$ cat src/rtl/sram_arb_pkg.sv
// sram_arb_pkg: shared widths and types for the SRAM arbiter
package sram_arb_pkg;
  localparam int SRAM_ADDR_W = 9;
  localparam int SRAM_DATA_W = 32;
  localparam int SRAM_RD_LAT = 1;
  typedef logic [1:0] req_id_t;
  typedef struct packed {
    logic    valid;
    req_id_t id;
  } rd_pipe_t;
endpackage

$ cat src/rtl/sram_arb_rr_pick.sv
// rr_pick: combinational round-robin picker, first valid at ptr+1 upward modulo N
module rr_pick #(
  parameter int N  = 2,
  parameter int PW = $clog2(N)
) (
  input  logic [N-1:0]  valid,
  input  logic [PW-1:0] ptr,
  output logic [N-1:0]  grant,
  output logic [PW-1:0] idx,
  output logic          any
);
  logic [PW-1:0] c;
  always_comb begin
    any = 1'b0;
    idx = '0;
    c   = '0;
    for (int k = N; k >= 1; k--) begin
      c = PW'((int'(ptr) + k) % N);
      if (valid[c]) begin
        any = 1'b1;
        idx = c;
      end
    end
    grant = any ? N'(1) << idx : '0;
  end
endmodule

$ cat src/rtl/sram_arb.sv
// sram_arb: round-robin arbiter sharing one single-port SRAM macro between requesters.
// SRAM_ARB_PRIO_EN gives requester 0 absolute priority over the round-robin group.
module sram_arb
  import sram_arb_pkg::*;
#(
  parameter int NUM_REQ = 2,
  parameter int ADDR_W  = SRAM_ADDR_W,
  parameter int DATA_W  = SRAM_DATA_W,
  parameter int RD_LAT  = SRAM_RD_LAT
) (
  input  logic                      clk,
  input  logic                      rst,
  input  logic [NUM_REQ-1:0]        req_valid,
  output logic [NUM_REQ-1:0]        req_ready,
  input  logic [NUM_REQ-1:0]        req_we,
  input  logic [NUM_REQ*ADDR_W-1:0] req_addr,
  input  logic [NUM_REQ*DATA_W-1:0] req_wdata,
  input  logic [NUM_REQ*DATA_W-1:0] req_wmask,
  output logic [NUM_REQ-1:0]        rsp_valid,
  output logic [DATA_W-1:0]         rsp_data,
  output logic                      csb0,
  output logic                      web0,
  output logic [DATA_W-1:0]         wmask0,
  output logic [ADDR_W-1:0]         addr0,
  output logic [DATA_W-1:0]         din0,
  input  logic [DATA_W-1:0]         dout0
);
  localparam int PW = $clog2(NUM_REQ);
  logic [NUM_REQ-1:0] pick_valid, pick_grant, grant;
  logic [PW-1:0]      pick_idx, win, ptr;
  logic               pick_any, any, gnt, ptr_upd;
  rd_pipe_t           pipe [RD_LAT];
  rr_pick #(.N(NUM_REQ), .PW(PW)) u_pick (
    .valid(pick_valid),
    .ptr  (ptr),
    .grant(pick_grant),
    .idx  (pick_idx),
    .any  (pick_any)
  );
`ifdef SRAM_ARB_PRIO_EN
  assign pick_valid = req_valid & ~NUM_REQ'(1);
  assign any        = req_valid[0] | pick_any;
  assign win        = req_valid[0] ? '0 : pick_idx;
  assign grant      = req_valid[0] ? NUM_REQ'(1) : pick_grant;
  assign ptr_upd    = ~req_valid[0];
`else
  assign pick_valid = req_valid;
  assign any        = pick_any;
  assign win        = pick_idx;
  assign grant      = pick_grant;
  assign ptr_upd    = 1'b1;
`endif
  assign gnt       = any & ~rst;
  assign req_ready = gnt ? grant : '0;
  assign csb0      = ~gnt;
  assign web0      = gnt ? ~req_we[win] : 1'b1;
  assign addr0     = gnt ? req_addr[win*ADDR_W +: ADDR_W] : '0;
  assign din0      = gnt ? req_wdata[win*DATA_W +: DATA_W] : '0;
  assign wmask0    = gnt ? req_wmask[win*DATA_W +: DATA_W] : '0;
  always_ff @(posedge clk) begin
    if (rst) begin
      ptr <= PW'(NUM_REQ - 1);
      for (int i = 0; i < RD_LAT; i++) pipe[i] <= '0;
    end else begin
      if (gnt && ptr_upd) ptr <= win;
      pipe[0] <= '{valid: gnt & ~req_we[win], id: req_id_t'(win)};
      for (int i = 1; i < RD_LAT; i++) pipe[i] <= pipe[i-1];
    end
  end
  // Reads still in flight when reset asserts must never strobe.
  assign rsp_valid = (pipe[RD_LAT-1].valid && !rst) ? NUM_REQ'(1) << pipe[RD_LAT-1].id : '0;
  assign rsp_data  = dout0;
endmodule

$ cat config.mk
export PLATFORM = sky130hd
export DESIGN_NAME = sram_arb
export DESIGN_NICKNAME = d
export VERILOG_FILES = /design/src/rtl/sram_arb_pkg.sv /design/src/rtl/sram_arb_rr_pick.sv /design/src/rtl/sram_arb.sv
export SDC_FILE = /design/constraint.sdc
export NUM_CORES = 1
export LEC_CHECK = 0
export BUFFER_PORTS_ARGS = -buffer_cell sky130_fd_sc_hd__buf_4
export CAP_MARGIN = 25
export CORE_AREA = 2 2 115 117
export DETAILED_ROUTE_END_ITERATION = 16
export DIE_AREA = 0 0 117 119
export HOLD_SLACK_MARGIN = 0.02
export PLACE_DENSITY = 0.51
export SLEW_MARGIN = 20
export SYNTH_ARGS = -nofsm -noshare
export SYNTH_HDL_FRONTEND = slang
export SYNTH_SLANG_ARGS = --single-unit
$ cat constraint.sdc
create_clock -name clk -period 1.22 [get_ports clk]
set_input_delay 0.183 -clock clk [delete_from_list [all_inputs] [get_ports clk]]
set_output_delay 0.183 -clock clk [all_outputs]
set_load 0.03 [all_outputs]
# Word level (Yosys, flattened, before mapping)
# Memories as Yosys holds them, arrays and structs flattened.
# Index checks and enable logic that the tools add are counted.
# word_totals
ff_bits,1
ram_bits,2
inputBits,184
elab_cells,43
memories,1
# op_classes
n_addsub,2
multipliers,1
n_lt_le_gt_ge,3
n_shift,5
muxes,22
n_bitwise,5
n_reduce_logical,3
# mem_list
memory,depth,word_bits,rd,rd_clocked_by_memory_dff,wr,line,text
pipe,1,2,1,0,1,sram_arb.sv:32,rd_pipe_t pipe [RD_LAT];
# op_table
op,count
64-bit by 7-bit indexed part select with 32-bit output,2
32-bit two-way mux,2
18-bit by 6-bit indexed part select with 9-bit output,1
1-bit two-way mux,15
9-bit two-way mux,1
2-bit two-way mux,4
1-bit by 2-bit < comparator with 1-bit output (second input constant),3
1-bit by 4-bit multiplier with 5-bit output (second input constant),1
1-bit NOT,3
1-bit adder (second input constant),2
1-bit bitwise AND,2
2-bit OR reduction,1
1-bit by 1-bit << shifter with 2-bit output (first input constant),1
1-bit by 2-bit << shifter with 2-bit output (first input constant),1
1-bit logical AND,1
1-bit zero test,1

# Longest topological paths before layout
# depth
word_depth,10
mapped_depth,4
depth_no_buf,2

# By module
# A second synthesis with hierarchy kept.
# unflattened
hier_cells,217
area_unflattened_um2,1609.0
# by_module_without_submodules
module,instances,cells_each,area_per_inst_um2,seq_area_each_um2
sram_arb,1,212,1576.5,60.1
rr_pick,1,5,32.5,0.0

# Worst setup path after synthesis
# No wires, ideal clock.
# synth_timing
path_type,register -> output
from,reg ptr
to,out addr0[1]
t_arrival_ps,1423
t_required_ps,1037
path_slack_ps,-386
stages_incl_launch_ff,4
n_path_buf,1
cell_sequence,dfxtp_1 -> nor2b_1 -> buf_2 -> o32ai_1
# synth_via
elab_chain_cells,8
word_cells_on_any_way,14
classes_between,add/sub (2); mul (1); shift (1); mux (9); bitwise (1)
# synth_lines
item,line,text
from (decl),sram_arb.sv:30,"logic [PW-1:0] pick_idx, win, ptr;"
from (signal assigned),sram_arb.sv:62,ptr <= PW'(NUM_REQ - 1);
from (signal assigned),sram_arb.sv:65,if (gnt && ptr_upd) ptr <= win;
1-bit adder,sram_arb_rr_pick.sv:18,c = PW'((int'(ptr) + k) % N);
1-bit two-way mux (not written as such) (2 in a row),sram_arb_rr_pick.sv:19,if (valid[c]) begin
1-bit two-way mux (2 in a row),sram_arb_rr_pick.sv:19,
1-bit by 4-bit multiplier with 5-bit output,sram_arb.sv:57,assign addr0 = gnt ? req_addr[win*ADDR_W +: ADDR_W] : '0;
18-bit by 6-bit indexed part select with 9-bit output,sram_arb.sv:57,
9-bit two-way mux (*),sram_arb.sv:57,
to (decl),sram_arb.sv:24,"output logic [ADDR_W-1:0] addr0,"
# Every way passes the cells marked *; elsewhere a longest branch is shown, timed or not. The select of a mux whose other input is x is not followed.

# Worst setup path in the final report
# layout_timing
from,reg ptr
to,out din0[20]
# layout_via
elab_chain_cells,7
word_cells_on_any_way,13
classes_between,add/sub (2); shift (1); mux (9); bitwise (1)
# layout_lines
item,line,text
1-bit adder,sram_arb_rr_pick.sv:18,
1-bit two-way mux (not written as such) (2 in a row),sram_arb_rr_pick.sv:19,
1-bit two-way mux (2 in a row),sram_arb_rr_pick.sv:19,
64-bit by 7-bit indexed part select with 32-bit output / 1-bit bitwise AND (equally long branches),"sram_arb.sv:58, sram_arb.sv:53",
32-bit two-way mux (*),sram_arb.sv:58,assign din0 = gnt ? req_wdata[win*DATA_W +: DATA_W] : '0;
to (decl),sram_arb.sv:25,"output logic [DATA_W-1:0] din0,"
# Marked as above.

==> impl_metrics.tcl <==
set metrics [dict create \
    slew_violations 0 \
    max_slew_margin_pct 73.6 \
    first_pass_iters 4 \
    track_usage_pct 13.6 \
    clkTransAtPathRegs_ns 0.03 \
    grt_pass1_wl_um 15400 \
    final_cells 696 \
    vdd_drop_max_v 0.000292 \
    maxCapViolCount 0 \
    timing.hold.ws_ns 0.302 \
    io_pins 295 \
    slowest_delay_ns 0.35 \
    hold_path_class "input port to flop" \
    p_leak_nw 2.26 \
    hpwl_um 8180 \
    overflow 0 \
    start_kind "flop" \
    cp_max_fo 8 \
    drc_errors 0 \
    synthDistinctLibCells 20 \
    cts_num_sinks 3 \
    grt_max_degree 59 \
    ys_warn_count 0 \
    post-place-ws_ns -0.193 \
    diodes 0 \
    violations "setup timing" \
    cts_tree "built" \
    post-route-util_pct 44.2 \
    drt_iter0_markers 114 \
    cts-root-buf "clkbuf_16" \
    skew_ns 0.00173 \
    postLayoutCellArea_um2 5690 \
    cp.required_ns 1.04 \
    synth_area_um2 2710 \
    postCtsHoldBufs 0 \
    port_buffers 230 \
    finalSetupTns_ns -26.53 \
    powerDensity_nw_per_um2 535 \
    fmax_mhz 609 \
    hold_viol 0 \
    totalWireLength_um 10900 \
    areaGrowthSynthToFinish_pct 110 \
    rsz0062_at_grt "yes" \
    std_cell_rows 42 \
    wire_per_inst_um 15.7 \
    place_congestion 0.752 \
    power.total_mw 3.04 \
    yosysSeqAreaShare_pct 2.22 \
    crit_arrival_ns 1.46 \
    start_util_pct 21.0 \
    min_period_over_period_pct 135 \
    cp_num_buf_inv 3 \
    hold_depth 3 \
    dp_cells 681 \
    nNetsFinal 705 \
    synth_nets 497 \
    setup_viol 76 \
    tightest_slew_ns 0.395 \
    clockBufferDepth 2 \
    antenna_found_initial 0 \
    ant_nets 0 \
    ff2ff_path_depth 5 \
    synthCells 313 \
    syn_avg_cell_area_um2 8.65 \
    cts-buffers-inserted 3 \
    grt_pass1_vias 3111 \
    path_cells "a21bo_4, buf_12, buf_12, o32ai_2, buf_4" \
    cp-end-kind "output port" \
    critPathKind "flop to output port" \
    num_vias 3135 \
    cp_top_family "buffers and inverters" \
    layout-drive-gt1-share_pct 69.4 \
    vias_per_cell 4.50 \
    clock_latency_ns 0.22 \
    die_h_um 119 \
    crit_top_cell "buf_12" \
    setup_slack_ns -0.422 \
    die_area_um2 13900 \
    period_minus_slack_ns 1.64 \
    cts.htree.levels 1 \
    status "complete, but fails checks" \
    fp.dieW_um 117 \
    place_area_um2 4930 \
    slowest_stage "dfxtp_4" \
    ys_ff_latch 3 \
    core-area_um2 12900 \
    crit_cells 5 \
]
-- flip-flops by register name, summed over array words and instances, names as in the netlist --
signal and count:
pipe 2, ptr 1
-- layout by cell type, fill, tap and decap left out, drive strengths merged --
master | synthesis | layout
buf | 58 | 273
nand2b | 147 | 147
o32ai | 73 | 73
clkbuf | 15 | 7
nor2 | 4 | 4
nor2b | 3 | 3
dfxtp | 3 | 3
nor3b | 1 | 1
o21bai | 1 | 1
inv | 1 | 1
a21bo | 1 | 1
nor3 | 1 | 1
and3b | 1 | 1
a21boi | 1 | 1
a32oi | 1 | 1
a211o | 1 | 1
a32o | 1 | 1
-- final timing paths --
path / slack [ns] / start / to
setup / recovery: -0.42 / ptr$_SDFFE_PP1P_ / din0[20]
hold / removal: 0.30 / req_we[1] / pipe[0][1]$_SDFF_PP0_
setup reg to reg: 0.11 / ptr$_SDFFE_PP1P_ / pipe[0][0]$_SDFF_PP0_
hold reg to reg: 0.60 / ptr$_SDFFE_PP1P_ / ptr$_SDFFE_PP1P_
-- logic make-up after synthesis --
| group | share of synthesized area (%) |
|---|---|
| simple gates | 36.0 |
| compound gates | 41.9 |
| buf+inv | 19.9 |
| flops | 2.22 |
-- worst reg2reg max path, stage by stage, from the launching register on --
cell and delay (ns):
dfxtp_4 0.35, a21bo_4 0.24, buf_12 0.14, buf_8 0.13, buf_4 0.13, nor2_1 0.07
-- metal layers --
metal	up-vias	wire length [um]	global-route usage [%]
li1	1520	-	-
met1	1462	4230	16.0
met2	143	5680	24.6
met3	10	918	3.92
met4	0	68	1.84
met5	-	0	0
-- power breakdown --
group | switching (mW) | total, mW | internal, mW
combinational | 1.15 | 2.42 | 1.27
clock | 0.0864 | 0.517 | 0.431
sequential | 0.00527 | 0.111 | 0.106
-- layout make-up --
type,count,area [um^2]
multi-input cells,236,2710
clock buffers,4,78.8
well taps,176,220
repair buffers,276,2610
flip-flops and latches,3,63.8
inverters,1,6.26
fillers,1253,7180
-- synth_stat cells --
master      n  share of area [%]
nand2b_1  147                 34
o32ai_2    59                 35
buf_4      33                9.1
buf_6      17                7.1
clkbuf_1   15                2.1
o32ai_1    14                4.5
buf_2       8                1.5
nor2_1      4               0.55
dfxtp_1     3                2.2
nor2b_1     3               0.69
a211o_1     1               0.32
a21bo_2     1               0.37
a21boi_0    1               0.28
a32o_1      1               0.37
a32oi_1     1               0.32
and3b_1     1               0.32
inv_2       1               0.14
nor3_1      1               0.18
nor3b_1     1               0.28
o21bai_1    1               0.28
-- what timing repair did --
| action | CTS | global route |
|---|---|---|
| resized for setup | 34 | 48 |
| buffers inserted | 1 | 4 |
| gates cloned | 2 | 4 |
| pin swaps | 2 | 9 |
| endpoints found under the setup margin | 76 | 76 |
Power figures use the tool's default switching activity.
